==> src/rtl/axi4_stream_fifo.sv <==
// First-word fall-through AXI4-Stream buffer carrying TDATA/TKEEP/TLAST per beat, with fill level and flush.
// Optional packet gating (output held until a whole packet is stored) is enabled by AXI4_STREAM_FIFO_PKT_EN.
module axi4_stream_fifo #(
  parameter int DN    = 1,
  parameter int DW    = 16,
  parameter int DEPTH = 16,
  parameter int CW    = $clog2(DEPTH) + 1
) (
  input  logic             ACLK,
  input  logic             ARESETn,
  input  logic             clr,
  input  logic [DN*DW-1:0] sti_TDATA,
  input  logic [DN-1:0]    sti_TKEEP,
  input  logic             sti_TLAST,
  input  logic             sti_TVALID,
  output logic             sti_TREADY,
  output logic [DN*DW-1:0] sto_TDATA,
  output logic [DN-1:0]    sto_TKEEP,
  output logic             sto_TLAST,
  output logic             sto_TVALID,
  input  logic             sto_TREADY,
  output logic [CW-1:0]    lvl
);

  localparam int AW = $clog2(DEPTH);
  localparam int WW = DN*DW + DN + 1;
  localparam logic [CW-1:0] LVL_FULL = CW'(DEPTH);
  localparam logic [CW-1:0] LVL_ZERO = '0;

  logic [WW-1:0] mem [DEPTH];
  logic [AW-1:0] wr_ptr;
  logic [AW-1:0] rd_ptr;
  logic [WW-1:0] head;
  logic          wr_en;
  logic          rd_en;
  logic [CW-1:0] lvl_nxt;

  // Handshake: a beat moves on an ACLK edge only when VALID and READY are both high;
  // sto_TVALID never drops and sto_* never change until the head beat is taken (clr/reset excepted).
  assign wr_en = sti_TVALID & sti_TREADY;
  assign rd_en = sto_TVALID & sto_TREADY;

  assign head      = mem[rd_ptr];
  assign sto_TDATA = head[DN*DW-1:0];
  assign sto_TKEEP = head[DN*DW +: DN];
  assign sto_TLAST = head[WW-1];

  always_comb begin
    lvl_nxt = lvl;
    if (clr)
      lvl_nxt = LVL_ZERO;
    else if (wr_en && !rd_en)
      lvl_nxt = lvl + CW'(1);
    else if (rd_en && !wr_en)
      lvl_nxt = lvl - CW'(1);
  end

  // Storage carries no reset; control only ever reads slots that were written.
  always_ff @(posedge ACLK) begin
    if (wr_en && !clr)
      mem[wr_ptr] <= {sti_TLAST, sti_TKEEP, sti_TDATA};
  end

  always_ff @(posedge ACLK or negedge ARESETn) begin
    if (!ARESETn) begin
      wr_ptr     <= '0;
      rd_ptr     <= '0;
      lvl        <= LVL_ZERO;
      sti_TREADY <= 1'b0;
    end else begin
      lvl        <= lvl_nxt;
      sti_TREADY <= (lvl_nxt != LVL_FULL);
      if (clr) begin
        wr_ptr <= '0;
        rd_ptr <= '0;
      end else begin
        if (wr_en)
          wr_ptr <= wr_ptr + AW'(1);
        if (rd_en)
          rd_ptr <= rd_ptr + AW'(1);
      end
    end
  end

`ifdef AXI4_STREAM_FIFO_PKT_EN
  logic [CW-1:0] pkt;
  logic          cut;
  logic          wr_last;
  logic          rd_last;

  assign wr_last = wr_en & sti_TLAST;
  assign rd_last = rd_en & sto_TLAST;

  // cut lets an oversize packet stream through once it has filled the buffer.
  always_ff @(posedge ACLK or negedge ARESETn) begin
    if (!ARESETn) begin
      pkt <= LVL_ZERO;
      cut <= 1'b0;
    end else if (clr) begin
      pkt <= LVL_ZERO;
      cut <= 1'b0;
    end else begin
      if (wr_last && !rd_last)
        pkt <= pkt + CW'(1);
      else if (rd_last && !wr_last)
        pkt <= pkt - CW'(1);
      if (rd_last)
        cut <= 1'b0;
      else if (lvl == LVL_FULL && pkt == LVL_ZERO)
        cut <= 1'b1;
    end
  end

  assign sto_TVALID = (lvl != LVL_ZERO) & ((pkt != LVL_ZERO) | (lvl == LVL_FULL) | cut);
`else
  assign sto_TVALID = (lvl != LVL_ZERO);
`endif

endmodule

==> config.mk <==
export PLATFORM = sky130hd
export DESIGN_NAME = axi4_stream_fifo
export DESIGN_NICKNAME = d
export VERILOG_FILES = /design/src/rtl/axi4_stream_fifo.sv
export SDC_FILE = /design/constraint.sdc
export NUM_CORES = 1
export LEC_CHECK = 0
export CAP_MARGIN = 20
export CORE_MARGIN = 8
export CORE_UTILIZATION = 50
export CTS_CLUSTER_DIAMETER = 50
export DETAILED_ROUTE_END_ITERATION = 12
export MAX_ROUTING_LAYER = met4
export PLACE_DENSITY = 0.7
export SYNTH_ARGS = -nofsm -noshare
export SYNTH_HDL_FRONTEND = slang
export SYNTH_SLANG_ARGS = --single-unit
==> constraint.sdc <==
create_clock -name ACLK -period 2.5 [get_ports ACLK]
set_input_delay 0.5 -clock ACLK [delete_from_list [all_inputs] [get_ports ACLK]]
set_output_delay 0.5 -clock ACLK [all_outputs]
set_load 0.05 [all_outputs]
* Word-level counts from Yosys, hierarchy flattened *
Memory sizes are Yosys's and may differ from the RTL's.
Index checks and enable logic that the tools add are counted.

cells by class
  $add $sub $neg = 4
  $mul = 0
  divide/modulo/power cells = 0
  magnitude comparators = 0
  equal/unequal tests = 1
  shift-type cells = 0
  mux-type cells = 9
  bitwise gates (word level) = 2
  reduce and logical (&&, ||, !) cells = 9

operators with widths
  kind                                              number
  2-to-1 mux 4 bit                                  4
  2-to-1 mux 5 bit                                  3
  adder 4 x 1 -> 4 bit, second input constant       2
  adder 5 x 1 -> 5 bit, second input constant       1
  != test 5 bit, second input constant              1
  nonzero test 5 bit                                1
  subtractor 5 x 1 -> 5 bit, second input constant  1
  nonzero test 2 bit                                2
  logical AND 1 bit                                 3
  zero test 1 bit                                   3
  AND 1 bit                                         2
  2-to-1 mux 1 bit                                  2

word-level totals
  bits in registers = 14
  latch bits = 0
  memory bits (writable) = 288
  ROM bits = 0
  input port bits = 23
  logic and storage cells = 30
  memories = 1

memory list
  name  depth  width  rd ports  clocked after memory_dff  wr ports  RTL line  RTL
  mem   16     18     1         0                         1         30        logic [WW-1:0] mem [DEPTH];

* Depth between registers and ports, before layout *
  depth after elaboration = 7
  depth in mapped cells = 9
  gate-level depth less buffers = 7

* Least setup slack after synthesis *
OpenSTA, ideal clock, no wires.

  path kind = register to register
  start = register lvl[0]
  end = register sti_TREADY
  setup time = 0.129 ns
  arrival time = 2.734 ns
  slack = -0.362 ns
  cell stages (with the launch flop) = 10
  path buffers = 2
  period minus slack after synthesis = 2.862 ns
  cells stage by stage = dfrtp_1 inv_1 ha_1 or4b_1 buf_2 and2_4 buf_6 a21oi_1 mux2_4 a2111o_1

between the ends
  word-level cells in the longest chain between the ends = 7
  elaborated cells between the ends (all ways) = 11
  classes of those cells = add/sub (2); eq/ne (1); mux (3); bitwise (1); reduce/logical (4)

RTL lines
  what                                                          RTL line  RTL
  start, declared                                               22        output logic [CW-1:0] lvl
  start signal, assigned                                        71        lvl <= lvl_nxt;
  nonzero test 5 bit *                                          116       assign sto_TVALID = (lvl != LVL_ZERO);
  via sto_TVALID                                                20        output logic sto_TVALID,
  AND 1 bit *                                                   41        assign rd_en = sto_TVALID & sto_TREADY;
  logical AND 1 bit / zero test 1 bit (equally long branches)   54, 52
  2-to-1 mux 5 bit / logical AND 1 bit (equally long branches)  54, 52
  2-to-1 mux 5 bit *                                            52        else if (wr_en && !rd_en)
  2-to-1 mux 5 bit *                                            50        if (clr)
  via lvl_nxt[3]                                                36        logic [CW-1:0] lvl_nxt;
  != test 5 bit *                                               72        sti_TREADY <= (lvl_nxt != LVL_FULL);
  end signal, assigned                                          72
  end, declared                                                 16        output logic sti_TREADY,

Mark *: on every way through the listed nets, which the timed path passes. The rest lies on a longest branch.
A chain may end at the register's enable or synchronous reset.

* Worst setup path after layout *
  start = register rd_ptr[0]
  end = output sto_TLAST

between the ends
  word-level cells in the longest chain between the ends = 1

RTL lines
  what                       RTL line  RTL
  start, declared            32        logic [AW-1:0] rd_ptr;
  start signal, assigned     80        rd_ptr <= rd_ptr + AW'(1);
  memory read (16 x 18 bit)  n/a
  end, declared              19        output logic sto_TLAST,

Every way passes these cells.

==> flow_summary.yaml <==
sta:
  hold_violations: 0
  worst_slew_pin_slew_ns: 0.722
  finalSetupViolations: 18
  rsz0062_at_grt: "true"
  relSlewSlack: 0.517
  drv_slew: 0
  setup_tns_ns: -8.99
  skew_ns: 0.00862
  fin_crit_ns: 3.04
  whs_ns: 0.383
  setup_ws_ns: -0.543
  min_period_over_period: 1.22
  clock.fmax_ghz: 0.329
cts:
  root_buffer: "clkbuf_16"
  clock_path_buffers: 3
  cts.clk_slew.worst_paths_ns: 0.06
  ctsHoldBuffers: 0
  cts_buffers: 31
  cts_sinks: 302
  worstSkewPairLatency_ns: 0.55
  cts_tree: "yes"
  htreeDepth: 1
yosys:
  synthAdderAreaFrac: 0.00744
  netlist_area_um2: 11800
  yosys_warnings: 0
  synth.avg_cell_area_um2: 23.0
  syn-num-nets: 542
  async_flop_share: 0.0464
  synth_top_area_frac: 0.734
  syn_inst: 512
  synth-compound-area-share: 0.00733
  synth_top_family_by_area: "multiplexers"
  synth_cell_types: 40
  yosys-top-cells-area: "edfxtp_1, mux4_2, dfrtp_1, ha_1, and2_1"
  ys.flop_type: "edfxtp_1"
  synthMuxAreaShare: 0.174
  synth-simple-area-share: 0.0273
  ys_ff_latch: 302
  synth-edff-count: 288
  synthXorXnorAreaFrac: 0.00754
  yosysTopAreaCell: "edfxtp_1"
  ys_seq_area_frac: 0.764
grt:
  track_usage: 0.178
  grt_first_pass_wirelength_um: 36800
  antenna_found_initial: 0
  grt-ovfl-total: 0
  grt_pass1_vias: 6088
  grt_max_degree: 29
critical_path:
  cp-end-kind: "primary output"
  critical_path_buf_inv_count: 3
  critical-path-slowest-cell: "mux4_2"
  critPathTopFamily: "multiplexers"
  setup.worst_path.start_class: "register"
  crit_chain: "clkbuf_16 -> clkbuf_16 -> mux4_2 -> mux4_2 -> buf_6"
  cp.required_ns: 2.00
  worstPathMaxFanout: 5
  worst_ep_arrival_time_ns: 2.54
  slowest_delay_ns: 0.54
  path_class: "reg2out"
power:
  power.density_nw_per_um2: 928
  peakVddDrop_v: 0.000567
  power.leakage_nw: 4.67
  swShare: 0.263
  clockPowerShare: 0.323
  finalPower_w: 0.0135
  combPwrFrac: 0.256
  p_sw_w: 0.00354
  p_seq_frac: 0.421
  p_int_w: 0.00993
final_layout:
  final_util: 0.622
  area_delta_synth_final_pct: 23.3
  fill_cells: 1572
  nets: 664
  num_antenna_cells: 0
  final_layout_size_suffix_gt1_frac: 0.362
routing:
  vias: 5609
  drtIter0Drc: 483
  viasPerCell: 5.74
  firstDrtPassIters: 4
  drc_errors: 0
  drt-total-wl_um: 24600
  drtAntennaViolNets: 0
  routedWlPerCell_um: 25.2
floorplan:
  io_pins: 48
  design.core.area_um2: 23300
  initial_utilization: 0.505
  die_w_um: 169
  rows: 56
  die_h_um: 169
  dieArea_um2: 28700
hold_path:
  holdCritPathClass: "in2async"
place:
  dp_hpwl_um: 14500
  io_buffers: 47
  gp_congestion: 0.827
status:
  violations: "negative setup slack"
  status: "finished, violations left"
job:
  maxCapViolCount: 0
[state kept, by name, summed over array words and instances (netlist names)]
register / count
sti_TREADY: 1
mem: 288
rd_ptr: 4
wr_ptr: 4
lvl: 5
[power groups by stage]
stage	logic, W	clock network [W]	registers (W)
after floorplan	0.00202	0	0.00584
after global placement	0.00284	0	0.00579
after detailed placement	0.00288	0	0.00579
after CTS	0.00324	0.00441	0.00566
after global routing	0.00363	0.00461	0.00568
final	0.00345	0.00436	0.00567
[placed cells by master, fill, tap and decap left out, types with 2 or more instances in the layout]
| cell type | synthesis | layout |
|---|---|---|
| nor3_4 | 0 | 2 |
| ha_1 | 7 | 6 |
| xnor2_1 | 3 | 3 |
| mux4_2 | 90 | 90 |
| nand2_1 | 12 | 12 |
| or3_1 | 2 | 2 |
| buf_6 | 1 | 18 |
| dfrtp_2 | 0 | 2 |
| and2_1 | 13 | 13 |
| buf_8 | 0 | 4 |
| clkinv_2 | 0 | 7 |
| dfrtp_1 | 14 | 11 |
| nor4_1 | 2 | 2 |
| bufinv_16 | 0 | 2 |
| a21oi_1 | 4 | 4 |
| a31oi_1 | 2 | 2 |
| buf_4 | 0 | 35 |
| nor2_2 | 0 | 2 |
| edfxtp_1 | 288 | 288 |
| nor2_1 | 11 | 9 |
| clkbuf_16 | 0 | 36 |
| nand4_1 | 2 | 2 |
| inv_8 | 0 | 2 |
| clkdlybuf4s50_1 | 0 | 28 |
| xor2_1 | 4 | 4 |
| clkinv_1 | 0 | 6 |
| clkbuf_1 | 15 | 6 |
| nor3_1 | 5 | 3 |
| nand3_1 | 2 | 2 |
| buf_12 | 0 | 25 |
| inv_1 | 5 | 5 |
[repair_timing]
item,CTS,global route
resized for setup,18,14
gates cloned,1,5
buffers inserted,7,1
hold endpoints to repair,0,0
endpoints found under the setup margin,19,19
[final cells by class]
| type | instances | area [µm²] | area share |
|---|---|---|---|
| flip-flops and latches | 302 | 9000 | 0.620 |
| clock inverters | 20 | 173 | 0.0119 |
| inverters | 5 | 18.8 | 0.00129 |
| well taps | 319 | 399 | 0.0275 |
| multi-input cells | 178 | 2670 | 0.184 |
| clock buffers | 37 | 798 | 0.0550 |
| repair buffers | 116 | 1460 | 0.100 |
[final timing paths]
kind | slack, ns | depth (start not counted) | to | start
min | 0.38 | 1 | lvl[4] | ARESETn
max in group asynchronous | 1.58 | 1 | rd_ptr[0] | ARESETn
min in group ACLK | 0.59 | 2 | wr_ptr[1] | wr_ptr[1]
min reg2reg | 0.59 | 2 | wr_ptr[1] | wr_ptr[1]
max reg2reg | 0.08 | 7 | sti_TREADY | lvl[0]
max | -0.54 | 5 | sto_TLAST | rd_ptr[0]
[routing by layer]
metal	routed length, µm	GRT usage	part of all wire
met3	1540	0.0302	0.062
met4	530	0.0500	0.022
met5	0	-	0
met2	12800	0.297	0.52
met1	9780	0.223	0.40
[cells in the mapped netlist (2+ instances only)]
master	instances
edfxtp_1	288
mux4_2	90
clkbuf_1	15
dfrtp_1	14
and2_1	13
nand2_1	12
nor2_1	11
buf_2	10
ha_1	7
inv_1	5
nor3_1	5
a21oi_1	4
xor2_1	4
xnor2_1	3
a31oi_1	2
nand3_1	2
nand4_1	2
nor4_1	2
or3_1	2
[through the flow]
step | instance area [µm²] | setup slack (ns) | cells
2_1_floorplan | 11800 | -0.306 | 512
3_3_place_gp | 13200 | 0.00691 | 908
3_5_place_dp | 13200 | 0.00215 | 908
4_1_cts | 14400 | -0.571 | 973
5_1_grt | 14500 | -0.572 | 977
6_report | 14500 | -0.543 | 977
[cells by family (layout without fill, tap and decap cells)]
group / Yosys count / in the layout
DFF: 302 / 302
AOI/OAI and AO/OA: 12 / 12
xor gates and xnor gates: 8 / 8
buffers and inverters: 32 / 178
and+or+nand+nor: 59 / 59
adders and majority gates: 7 / 7
muxes: 92 / 92
Note: power is estimated with default switching activity, not from simulation.
